$ cat src/rtl/field_serializer.sv
// Captures a frame of N entries (x/y/z fields each W bits) and streams it out one field per
// handshake, index-major then field, with a one-cycle frame_done pulse after the last word.
module field_serializer #(
    parameter int N = 2,
    parameter int W = 8
) (
    input  logic                                 clk,
    input  logic                                 rst,
    input  logic                                 in_valid,
    output logic                                 in_ready,
    input  logic [N*W-1:0]                       in_x,
    input  logic [N*W-1:0]                       in_y,
    input  logic [N*W-1:0]                       in_z,
    output logic                                 out_valid,
    input  logic                                 out_ready,
    output logic [W-1:0]                         out_data,
    output logic [((N > 1) ? $clog2(N) : 1)-1:0] out_index,
    output logic [1:0]                           out_field,
    output logic                                 out_last,
    output logic                                 frame_done
);

    localparam int IW = (N > 1) ? $clog2(N) : 1;

    typedef enum logic {StIdle, StSend} state_e;

    state_e        state_q, state_d;
    logic [IW-1:0] idx_q, idx_d;
    logic [1:0]    fld_q, fld_d;
    logic          done_q, done_d;
    logic          capture;
    logic          last_word;
    logic [W-1:0]  data_sel;

    logic [W-1:0] cap_x [N];
    logic [W-1:0] cap_y [N];
    logic [W-1:0] cap_z [N];

    assign last_word = (state_q == StSend) && (idx_q == IW'(N - 1)) && (fld_q == 2'd2);

    always_ff @(posedge clk or posedge rst) begin
        if (rst) begin
            state_q <= StIdle;
            idx_q   <= '0;
            fld_q   <= '0;
            done_q  <= 1'b0;
        end else begin
            state_q <= state_d;
            idx_q   <= idx_d;
            fld_q   <= fld_d;
            done_q  <= done_d;
        end
    end

    always_comb begin
        state_d = state_q;
        idx_d   = idx_q;
        fld_d   = fld_q;
        done_d  = 1'b0;
        capture = 1'b0;
        unique case (state_q)
            StIdle: begin
                if (in_valid) begin
                    capture = 1'b1;
                    idx_d   = '0;
                    fld_d   = '0;
                    state_d = StSend;
                end
            end
            StSend: begin
                if (out_ready) begin
                    if (last_word) begin
                        // Counters return to zero so the idle outputs read as (0,x).
                        state_d = StIdle;
                        idx_d   = '0;
                        fld_d   = '0;
                        done_d  = 1'b1;
                    end else if (fld_q == 2'd2) begin
                        fld_d = '0;
                        idx_d = idx_q + IW'(1);
                    end else begin
                        fld_d = fld_q + 2'd1;
                    end
                end
            end
        endcase
    end

    always_ff @(posedge clk or posedge rst) begin
        if (rst) begin
            for (int i = 0; i < N; i++) begin
                cap_x[i] <= '0;
                cap_y[i] <= '0;
                cap_z[i] <= '0;
            end
        end else if (capture) begin
            for (int i = 0; i < N; i++) begin
                cap_x[i] <= in_x[i*W +: W];
                cap_y[i] <= in_y[i*W +: W];
                cap_z[i] <= in_z[i*W +: W];
            end
        end
    end

    // Compare-based select keeps out-of-range indices (non power-of-two N) harmless.
    always_comb begin
        data_sel = '0;
        for (int i = 0; i < N; i++) begin
            if (idx_q == IW'(i)) begin
                case (fld_q)
                    2'd0:    data_sel = cap_x[i];
                    2'd1:    data_sel = cap_y[i];
                    2'd2:    data_sel = cap_z[i];
                    default: data_sel = '0;
                endcase
            end
        end
    end

    always_comb begin
        in_ready   = (state_q == StIdle);
        out_valid  = (state_q == StSend);
        out_data   = out_valid ? data_sel : '0;
        out_index  = idx_q;
        out_field  = fld_q;
        out_last   = last_word;
        frame_done = done_q;
    end

endmodule

$ cat config.mk
export PLATFORM = sky130hd
export DESIGN_NAME = field_serializer
export DESIGN_NICKNAME = d
export VERILOG_FILES = /design/src/rtl/field_serializer.sv
export SDC_FILE = /design/constraint.sdc
export NUM_CORES = 1
export LEC_CHECK = 0
export ABC_AREA = 1
export CORE_MARGIN = 1.5
export CORE_UTILIZATION = 35
export DETAILED_ROUTE_END_ITERATION = 16
export SYNTH_ARGS = -nofsm -noshare
export SYNTH_HDL_FRONTEND = slang
export SYNTH_SLANG_ARGS = --single-unit
$ cat constraint.sdc
create_clock -name clk -period 2 [get_ports clk]
set_input_delay 0.4 -clock clk [delete_from_list [all_inputs] [get_ports clk]]
set_output_delay 0.4 -clock clk [all_outputs]
set_load 0.005 [all_outputs]
## Yosys cells after proc, flatten, opt, wreduce, memory -nomap -nowiden

Cells that the tools add are included.

| word-level totals | value |
|---|---|
| register bits | 53 |
| input port bits | 52 |

| cells by class | value |
|---|---|
| $add $sub $neg | 2 |
| equal/unequal tests | 5 |
| muxes and demuxes | 22 |
| bitwise operators | 1 |
| reductions and logical operators | 5 |

Operators with widths:

| kind | count |
|---|---|
| 8-bit one-hot mux with 3 select lines | 2 |
| 8-bit 2-to-1 mux | 2 |
| 1-bit 2-to-1 mux | 11 |
| 2-bit 2-to-1 mux | 4 |
| 2-bit != test, second input constant | 2 |
| 1-bit one-hot mux with 2 select lines | 2 |
| 2-bit one-hot mux with 2 select lines | 1 |
| 3-bit by 2-bit != test with 1-bit output, second input constant | 1 |
| 3-bit AND reduction | 1 |
| 2-bit by 1-bit adder with 2-bit output, second input constant | 1 |
| 2-bit by 1-bit == test with 1-bit output, second input constant | 1 |
| 2-bit == test, second input constant | 1 |
| 1-bit logical AND | 2 |
| 2-bit logical NOT | 1 |
| 2-bit AND reduction | 1 |
| 1-bit adder, second input constant | 1 |
| 1-bit inverter | 1 |

## Depth between registers and ports, before layout

Gate-level depths: netlist of the first run.

| logic depth | value |
|---|---|
| depth in word-level cells | 5 |
| gate-level depth with buffers | 8 |

## Worst setup path before layout of the first run

OpenSTA, ideal clock, no wires.

| timing | value |
|---|---|
| path type | register to output |
| start point | reg fld_q[1], in the netlist out_field[1] |
| end point | out out_data[2] |
| data arrival time | 1029 ps |
| data required time | 1600 ps |
| slack | 571 ps |
| cell stages (with the launch flop) | 5 |
| buffers on the path | 1 |
| cell sequence | dfrtp_1 > buf_6 > a21oi_4 > o21ai_0 > nor2_1 |

| between the ends | value |
|---|---|
| longest elaborated chain between the ends | 4 |
| elaborated cells between the ends (all ways) | 7 |
| classes of those cells | eq/ne: 2; mux: 4; reduce/logical: 1 |

RTL lines:

| item | line | text |
|---|---|---|
| from (decl) | 29 | `logic [1:0] fld_q, fld_d;` |
| from (signal assigned) | 50 | `fld_q <= fld_d;` |
| 2-bit == test, or another cell as far along | 110 | `case (fld_q)` |
| 8-bit one-hot mux with 3 select lines | 110 |  |
| 8-bit 2-to-1 mux (*) | 109 | `if (idx_q == IW'(i)) begin` |
| 8-bit 2-to-1 mux (*) | 123 | `out_data = out_valid ? data_sel : '0;` |
| to (decl) | 16 | `output logic [W-1:0] out_data,` |

Every way passes the cells marked *; elsewhere a longest branch is shown, timed or not.

## Final worst setup path of the first run

| timing | value |
|---|---|
| start point | reg fld_q[1], in the netlist out_field[1] |
| end point | out out_data[6] |

Same word-level chain as after synthesis.

==> impl_metrics.json, run 1 <==
{
  "status": "finished with violations",
  "violations": "setup timing",
  "crit_end": "out_data[6]",
  "holdCritPathClass": "input pin to async pin",
  "p_int_uw": 3731,
  "gp_congestion": 0.8294,
  "timing.hold.ws_ns": 0.4618,
  "grt_use_met1_pct": 22.91,
  "placed_area_sq_um": 3638,
  "drtAntennaViolNets": 0,
  "slew_violations": 0,
  "setup_ws_ns": -0.02010,
  "dp_worst_setup_slack_ns": -0.1487,
  "yosys_warnings": 0,
  "fp.coreArea_sq_um": 7370,
  "relSlewSlack_pct": 81.09,
  "place.detailed.hpwl_um": 4725,
  "syn_inst": 247,
  "drive_gt1_share_pct": 33.81,
  "max-clock-path-buffers": 2,
  "cp_data_required_time_ns": 1.60,
  "end_kind": "output port",
  "grtUsageMet3_pct": 3.199,
  "cts_made_buffers": 5,
  "finClkSkew_ns": 0.009021,
  "fp.dieH_um": 90.81,
  "grt_pass1_wl_um": 10450,
  "p_per_area_nw_per_um2": 1511,
  "crit_path_start": "out_field[1]",
  "critical_path_class": "flop to output port",
  "final_area_sq_um": 3850,
  "crit_fanout": 7,
  "rsz0062_at_grt": "yes",
  "pwr-share-comb_pct": 55.3,
  "drv_cap": 0,
  "ys_seq_area_share_pct": 49.14,
  "syn-num-nets": 299,
  "std_cell_rows": 31,
  "wire_per_inst_um": 14.35,
  "port-buffer-count": 66,
  "fin_util_pct": 52.24,
  "first_pass_iters": 4,
  "setup_viol_count_final": 3,
  "grt_overflow_total": 0,
  "cp-start-kind": "flop",
  "start_util_pct": 36.62,
  "synth_area_per_cell_sq_um": 10.93,
  "grt_pass1_vias": 2066,
  "final-hold-violation-count": 0,
  "diodes": 0,
  "synth_top_area_share_pct": 49.14,
  "area_growth_pct": 42.65,
  "leakagePower_uw": 0.001941,
  "ioPinCount": 67,
  "synthTopCellsByArea": "dfrtp_1 (49%), mux2_4 (23%), nand2_1 (8.6%)",
  "root_buffer": "clkbuf_8",
  "grt_use_met2_pct": 25.19,
  "netlist_area_sq_um": 2699,
  "busiest_layer": "met2",
  "timing.fmax_mhz": 495.0,
  "wl_um": 6427,
  "crit_arrival_ns": 1.62,
  "grt_max_degree": 54,
  "pwr-share-seq_pct": 34.7,
  "drc_errors": 0,
  "synth_cell_types": 21,
  "cts_hold_buf": 0,
  "clkPwrFrac_pct": 10.0,
  "ff2ff_path_depth": 5,
  "die_area_sq_um": 8246,
  "nets": 400,
  "total_power_uw": 5817,
  "track_usage_pct": 16.13,
  "rr_startpoint": "out_valid",
  "drt_iter0_drc": 81,
  "fin_crit_sh_pct": 101.0,
  "ir_drop_mv": 0.5429,
  "r2r_setup_slack_ns": 0.57,
  "cts_tree": "built",
  "via_per_inst": 4.460,
  "power_switching_uw": 2086,
  "cts.clk_slew.worst_paths_ns": 0.09,
  "min_period_ns": 2.020,
  "fp.dieW_um": 90.81,
  "numClockSinks": 53,
  "antenna_found_initial": 0,
  "r2r_end": "cap_x[4]",
  "h-tree-depth": 2,
  "tightestPinTransition_ns": 0.2837,
  "synth.ff_latch_count": 53,
  "num_vias": 1998,
  "yosysTopAreaCell": "dfrtp_1",
  "clock_latency_ns": 0.31,
  "switching_share_pct": 35.86
}
==> worst min path at each step <==
| stage | start | to | slack, ns |
|---|---|---|---|
| global placement | cap_y[7] | cap_y[7] | 0.50 |
| global route | rst | cap_y[0] | 0.47 |
| finish | rst | cap_x[5] | 0.46 |
| detailed placement | cap_x[7] | cap_x[7] | 0.50 |
| CTS | rst | cap_z[2] | 0.47 |
| floorplan | cap_x[10] | cap_x[10] | 0.48 |
==> logic make-up after synthesis <==
group                  count (synthesis)  synth area share, %
AND/OR/NAND/NOR                      103                16.32
flip-flops                            53                49.14
buffers and inverters                 25                5.795
AO/OA/AOI/OAI                         22                4.682
multiplexers                          44                24.06
==> metal layers <==
layer | part of all wire [%] | up-vias
met3 | 4.2 | 4
met4 | 0.67 | 0
met2 | 47 | 48
met5 | 0 | -
met1 | 48 | 929
li1 | - | 1017
==> state kept, by name, indices dropped and copies added, names as in the netlist <==
name,flops
cap_x,16
cap_y,16
cap_z,16
out_field,2
frame_done,1
out_index,1
out_valid,1
==> power by group through the flow <==
stage	Combinational, uW	Clock, uW	Sequential, uW
floorplan	1850	0	1870
global placement	2930	0	2020
detailed placement	2960	0	2030
CTS	3160	608	2010
global route	3510	657	2080
finish	3220	580	2020
==> through the flow <==
stage,instances,setup TNS [ns]
after floorplan,247,0
after global placement,429,-0.9248
after detailed placement,429,-0.7814
after CTS,449,-0.3085
after global routing,448,-0.8723
final,448,-0.04675
==> timing repair <==
action	in CTS	in global routing
pin swaps	9	8
gates resized for setup	47	19
endpoints found under the setup margin	9	9
buffers inserted	12	0
==> layout by cell type, fill, tap and decap left out, types with 9 or more instances in the layout <==
cell	n
mux2_4	41
nand3_1	16
nor2_1	17
buf_4	24
nand2_1	59
dfrtp_1	51
inv_1	9
buf_6	10
clkdlybuf4s50_1	57
==> worst max-delay path, stage by stage (launching register included) <==
cell and delay, ns:
dfrtp_2 0.47, buf_6 0.14, buf_6 0.12, nor2_8 0.15, nand2_2 0.07, nand2_1 0.08, nor2_1 0.05, nor2_1 0.11
buf_2 0.12
==> cell type report <==
type                       count  area (sq um)
multi-input combinational    169          1254
inverter                      15         68.82
clock inverter                 2         10.01
sequential                    53          1329
tap                           99         123.9
clock buffer                   6         72.57
fill                         682          3520
timing repair buffer         104         992.2
==> cells in the mapped netlist (all sizes together) <==
cell    number
a21oi        9
a22oi        2
buf          9
clkbuf       1
dfrtp       53
inv         15
mux2        44
nand2       63
nand3       16
nor2        22
nor3         2
o21ai       11
Note: power is estimated with default switching activity, not from simulation.
==> run 2: changes to the inputs <==
clock period = 2.3 ns   (was 2 ns; I/O delays follow)
==> impl_metrics.json, run 2 (synthesis gave the netlist of run 1 again) <==
{
  "wl_um": 6226,
  "first_pass_iters": 4,
  "diodes": 0,
  "grt_pass1_vias": 1929,
  "num_vias": 1985,
  "slew_violations": 0,
  "critPathTopFamily": "buffers and inverters",
  "fp.coreArea_sq_um": 7370,
  "drc_errors": 0,
  "cts_made_buffers": 5,
  "ff2ff_path_depth": 4,
  "fin_crit_sh_pct": 96.29,
  "cp_data_required_time_ns": 1.84,
  "place.detailed.hpwl_um": 4498,
  "route.met2.wl_um": 2855,
  "layout_common_cells": "nand2_1 (62), clkdlybuf4s50_1 (58), dfrtp_1 (51), mux2_4 (41), nor2_1 (19)",
  "final_common_cell": "nand2_1",
  "root_buffer": "clkbuf_8",
  "wire_per_inst_um": 14.35,
  "drv_cap": 0,
  "status": "completed",
  "ioPinCount": 67,
  "top_layer": "met4",
  "setup_viol_count_final": 0,
  "h-tree-depth": 2,
  "numClockSinks": 53,
  "clock_latency_ns": 0.31,
  "wl_met1_um": 3062,
  "fin_setup_tns_ns": 0,
  "fp.dieH_um": 90.81,
  "std_cell_rows": 31,
  "cts_hold_buf": 0,
  "critical_path_class": "flop to output port",
  "antenna_found_initial": 0,
  "dp.cells": 413,
  "reg_top3": "cap_x: 16 flops, cap_y: 16 flops, cap_z: 16 flops",
  "grt_max_degree": 54,
  "r2r_end": "cap_y[10]",
  "fp.dieW_um": 90.81,
  "r2r_setup_slack_ns": 1.00,
  "crit_arrival_ns": 1.75,
  "via_per_inst": 4.574,
  "grt_overflow_total": 0,
  "cp.depth": 8,
  "max-clock-path-buffers": 2,
  "tightestPinTransition_ns": 0.2917,
  "nets": 386,
  "final_cells": 434,
  "final-hold-violation-count": 0,
  "track_usage_pct": 15.22,
  "min_period_ns": 2.215,
  "timing.fmax_mhz": 451.6,
  "crit_slowest_cell": "dfrtp_2",
  "wl_met3_um": 248,
  "finClkSkew_ns": 0.01014,
  "rr_startpoint": "out_valid",
  "drt_iter0_drc": 111,
  "ir_drop_mv": 0.3742,
  "die_area_sq_um": 8246,
  "start_util_pct": 36.62,
  "port-buffer-count": 66,
  "gp_congestion": 0.7771,
  "crit_buf_inv": 3,
  "slowest_delay_ns": 0.50,
  "cts.clk_slew.worst_paths_ns": 0.10,
  "crit_fanout": 7,
  "grt_pass1_wl_um": 9936,
  "end_kind": "output port",
  "area_growth_pct": 37.09,
  "cts_tree": "built",
  "fin_util_pct": 50.20,
  "crit_chain": "buf_4, buf_6, nor2_8, nand2_1, nand2_1, nor2_1, nor2_1, dlygate4sd2_1",
  "relSlewSlack_pct": 80.55,
  "cp-start-kind": "flop",
  "drtAntennaViolNets": 0,
  "drive_gt1_share_pct": 26.27,
  "p_per_area_nw_per_um2": 1293,
  "leakagePower_uw": 0.001848,
  "holdCritPathClass": "input pin to async pin"
}
-- run 2: worst reg2reg max path: stages (launching register included) --
cell and delay [ns]:
dfrtp_1 0.44, inv_4 0.09, nand2_4 0.09, buf_12 0.21
mux2_2 0.37
-- run 2: final cells by class --
type                       count  area (sq um)
timing repair buffer          90         883.3
inverter                      15         61.31
clock buffer                   8         80.08
fill                         702          3670
sequential                    53          1329
multi-input combinational    169          1222
tap                           99         123.9
-- run 2: worst max-delay path by stage --
stage / from / endpoint / slack [ns]
floorplan: rst / cap_x[0] / 0.55
global placement: out_field[0] / out_data[6] / 0.13
detailed placement: out_field[0] / out_data[6] / 0.1
CTS: out_field[1] / out_data[2] / 0.0005
global route: out_field[1] / out_data[1] / -0.003
finish: out_field[1] / out_data[4] / 0.09
-- run 2: layer usage --
| layer | up-vias | global-route usage (%) |
|---|---|---|
| met4 | 0 | 3.906 |
| met1 | 945 | 21.09 |
| met5 | - | 0 |
| met2 | 47 | 24.44 |
| met3 | 5 | 2.862 |
| li1 | 988 | - |
-- run 2: per-stage QoR --
stage	hold slack [ns]	cell area, sq um	worst slack [ns]	total power, uW
after global routing	0.5362	3700	-0.002800	5129
after floorplan	0.4781	2699	0.5538	3232
final	0.5053	3700	0.08541	4784
after CTS	0.5142	3649	0.0005480	4699
after detailed placement	0.4929	3506	0.09546	4104
after global placement	0.4952	3506	0.1290	4075
-- run 2: what timing repair did --
item	CTS	global route
gates resized for setup	19	6
endpoints found under the setup margin	8	4
buffers inserted	7	6
endpoints found under the hold margin	0	0
pin swaps	3	6
-- run 2: power breakdown --
part           total (uW)  switching [uW]  internal [uW]  leakage, uW
Clock                 516             298            217    0.0000395
Combinational        2520            1070           1460      0.00119
Sequential           1740             344           1400     0.000622
==> run 3: changes to the inputs <==
SKIP_CTS_REPAIR_TIMING = 1   (was unset)
==> impl_metrics.json, run 3 (synthesis gave the netlist of run 1 again) <==
{
  "setup_viol_count_final": 3,
  "finClkSkew_ns": 0.005760,
  "grt_pass1_vias": 1895,
  "drt_iter0_drc": 102,
  "area_growth_pct": 36.16,
  "holdCritPathClass": "input pin to async pin",
  "pwr-share-seq_pct": 37.1,
  "antenna_found_initial": 0,
  "switching_share_pct": 35.63,
  "ff_latch_area_sq_um": 1329,
  "slowest_delay_ns": 0.52,
  "pwr-share-comb_pct": 52.1,
  "clkPwrFrac_pct": 10.8,
  "first_pass_iters": 5,
  "via_per_inst": 4.543,
  "wl_um": 6134,
  "num_vias": 1940,
  "r2r_end": "cap_y[10]",
  "grt_overflow_total": 0,
  "final_area_sq_um": 3675,
  "p_per_area_nw_per_um2": 1285,
  "r2r_setup_slack_ns": 1.00,
  "crit_buf_inv": 2,
  "status": "finished with violations",
  "h-tree-depth": 2,
  "crit_fanout": 7,
  "rr_startpoint": "out_valid",
  "n_fill_cell": 700,
  "track_usage_pct": 14.94,
  "ir_drop_mv": 0.3892,
  "crit_slowest_cell": "clkdlybuf4s50_1",
  "gp_congestion": 0.7771,
  "critPathTopFamily": "buffers and inverters",
  "diodes": 0,
  "place.detailed.hpwl_um": 4498,
  "min_period_ns": 2.454,
  "clock_latency_ns": 0.30,
  "drive_gt1_share_pct": 24.39,
  "placed_area_sq_um": 3506,
  "p_int_uw": 3039,
  "timing.hold.ws_ns": 0.5082,
  "drv_cap": 0,
  "crit_end": "out_data[7]",
  "fin_crit_sh_pct": 106.7,
  "numClockSinks": 53,
  "reg_top3": "cap_x: 16 flops, cap_y: 16 flops, cap_z: 16 flops",
  "cts_made_buffers": 5,
  "leakagePower_uw": 0.001865,
  "ioPinCount": 67,
  "layout_common_cells": "nand2_1 (61), clkdlybuf4s50_1 (61), dfrtp_1 (51), mux2_4 (41), nor2_1 (19)",
  "wire_per_inst_um": 14.37,
  "multi_input_area_sq_um": 1226,
  "cp_data_required_time_ns": 1.84,
  "fp.dieW_um": 90.81,
  "relSlewSlack_pct": 80.78,
  "slew_violations": 0,
  "drc_errors": 0,
  "grt_max_degree": 54,
  "grt_pass1_wl_um": 9729,
  "cts_tree": "built",
  "violations": "setup timing",
  "final-hold-violation-count": 0,
  "timing.fmax_mhz": 407.5,
  "cp-start-kind": "flop",
  "die_area_sq_um": 8246,
  "crit_path_start": "out_field[1]",
  "crit_arrival_ns": 1.99,
  "start_util_pct": 36.62,
  "drtAntennaViolNets": 0,
  "critical_path_class": "flop to output port",
  "power_switching_uw": 1682,
  "std_cell_rows": 31,
  "crit_chain": "nor2_4, buf_4, nand2_1, o21ai_0, nor2_1, nor2_1, clkdlybuf4s50_1",
  "port-buffer-count": 66,
  "tightestPinTransition_ns": 0.2883,
  "fp.dieH_um": 90.81,
  "rsz0062_at_grt": "yes",
  "cp.depth": 7,
  "ff2ff_path_depth": 4,
  "end_kind": "output port",
  "max-clock-path-buffers": 2,
  "root_buffer": "clkbuf_8",
  "setup_ws_ns": -0.1539,
  "cts.clk_slew.worst_paths_ns": 0.09,
  "crit_top_cell": "nor2_1",
  "fp.coreArea_sq_um": 7370,
  "nets": 379
}
-- run 3: changes by cell type in the layout (fill, tap and decap cells not counted), sizes merged --
cell	previous run	this run
buf	24	17
clkbuf	10	8
clkdlybuf4s15	2	0
clkdlybuf4s50	58	61
dlygate4sd2	4	0
dlymetal6s2s	0	5
-- run 3: worst reg2reg max path, delay by kind of cell, from the launching register on --
| kind | cells | cell delay (ns) |
|---|---|---|
| buffers and inverters | 2 | 0.30 |
| flip-flops | 1 | 0.44 |
| multiplexers | 1 | 0.37 |
| AND/OR/NAND/NOR | 1 | 0.09 |
-- run 3: worst min-delay path by stage --
stage           endpoint  slack, ns
2_1_floorplan  cap_x[10]       0.48
3_3_place_gp    cap_x[8]       0.50
3_5_place_dp    cap_y[5]       0.49
4_1_cts        cap_x[10]       0.51
5_1_grt        cap_y[13]       0.54
6_report        cap_x[1]       0.51
-- run 3: metrics by stage --
stage | worst slack (ns) | instances | power, uW | setup TNS [ns] | utilization, %
2_1_floorplan | 0.5538 | 247 | 3232 | 0 | -
3_3_place_gp | 0.1290 | 413 | 4075 | 0 | 47.57
3_5_place_dp | 0.09546 | 413 | 4104 | 0 | 47.57
4_1_cts | -0.2566 | 421 | 4632 | -1.730 | 48.66
5_1_grt | -0.2409 | 427 | 5065 | -0.6904 | 49.86
6_report | -0.1539 | 427 | 4721 | -0.3936 | 49.86
-- run 3: power by group through the flow --
| stage | clock [uW] | sequential (uW) | combinational (uW) |
|---|---|---|---|
| floorplan | 0 | 1620 | 1610 |
| global placement | 0 | 1750 | 2330 |
| detailed placement | 0 | 1750 | 2350 |
| CTS | 529 | 1740 | 2360 |
| global route | 564 | 1810 | 2690 |
| finish | 510 | 1750 | 2460 |
-- run 3: routing by layer --
| metal | track usage (%) | vias to the layer above | wire (um) |
|---|---|---|---|
| met1 | 20.56 | 913 | 3035 |
| met2 | 24.06 | 50 | 2794 |
| met3 | 2.862 | 5 | 245 |
| met5 | 0 | - | 0 |
| met4 | 3.906 | 0 | 59 |
| li1 | - | 972 | - |
-- run 3: final cells by class --
| class | count | area share [%] |
|---|---|---|
| flip-flops and latches | 53 | 36.16 |
| multi-input cells | 169 | 33.37 |
| repair buffers | 83 | 23.12 |
| well taps | 99 | 3.371 |
| clock buffers | 8 | 2.179 |
| inverters | 15 | 1.805 |
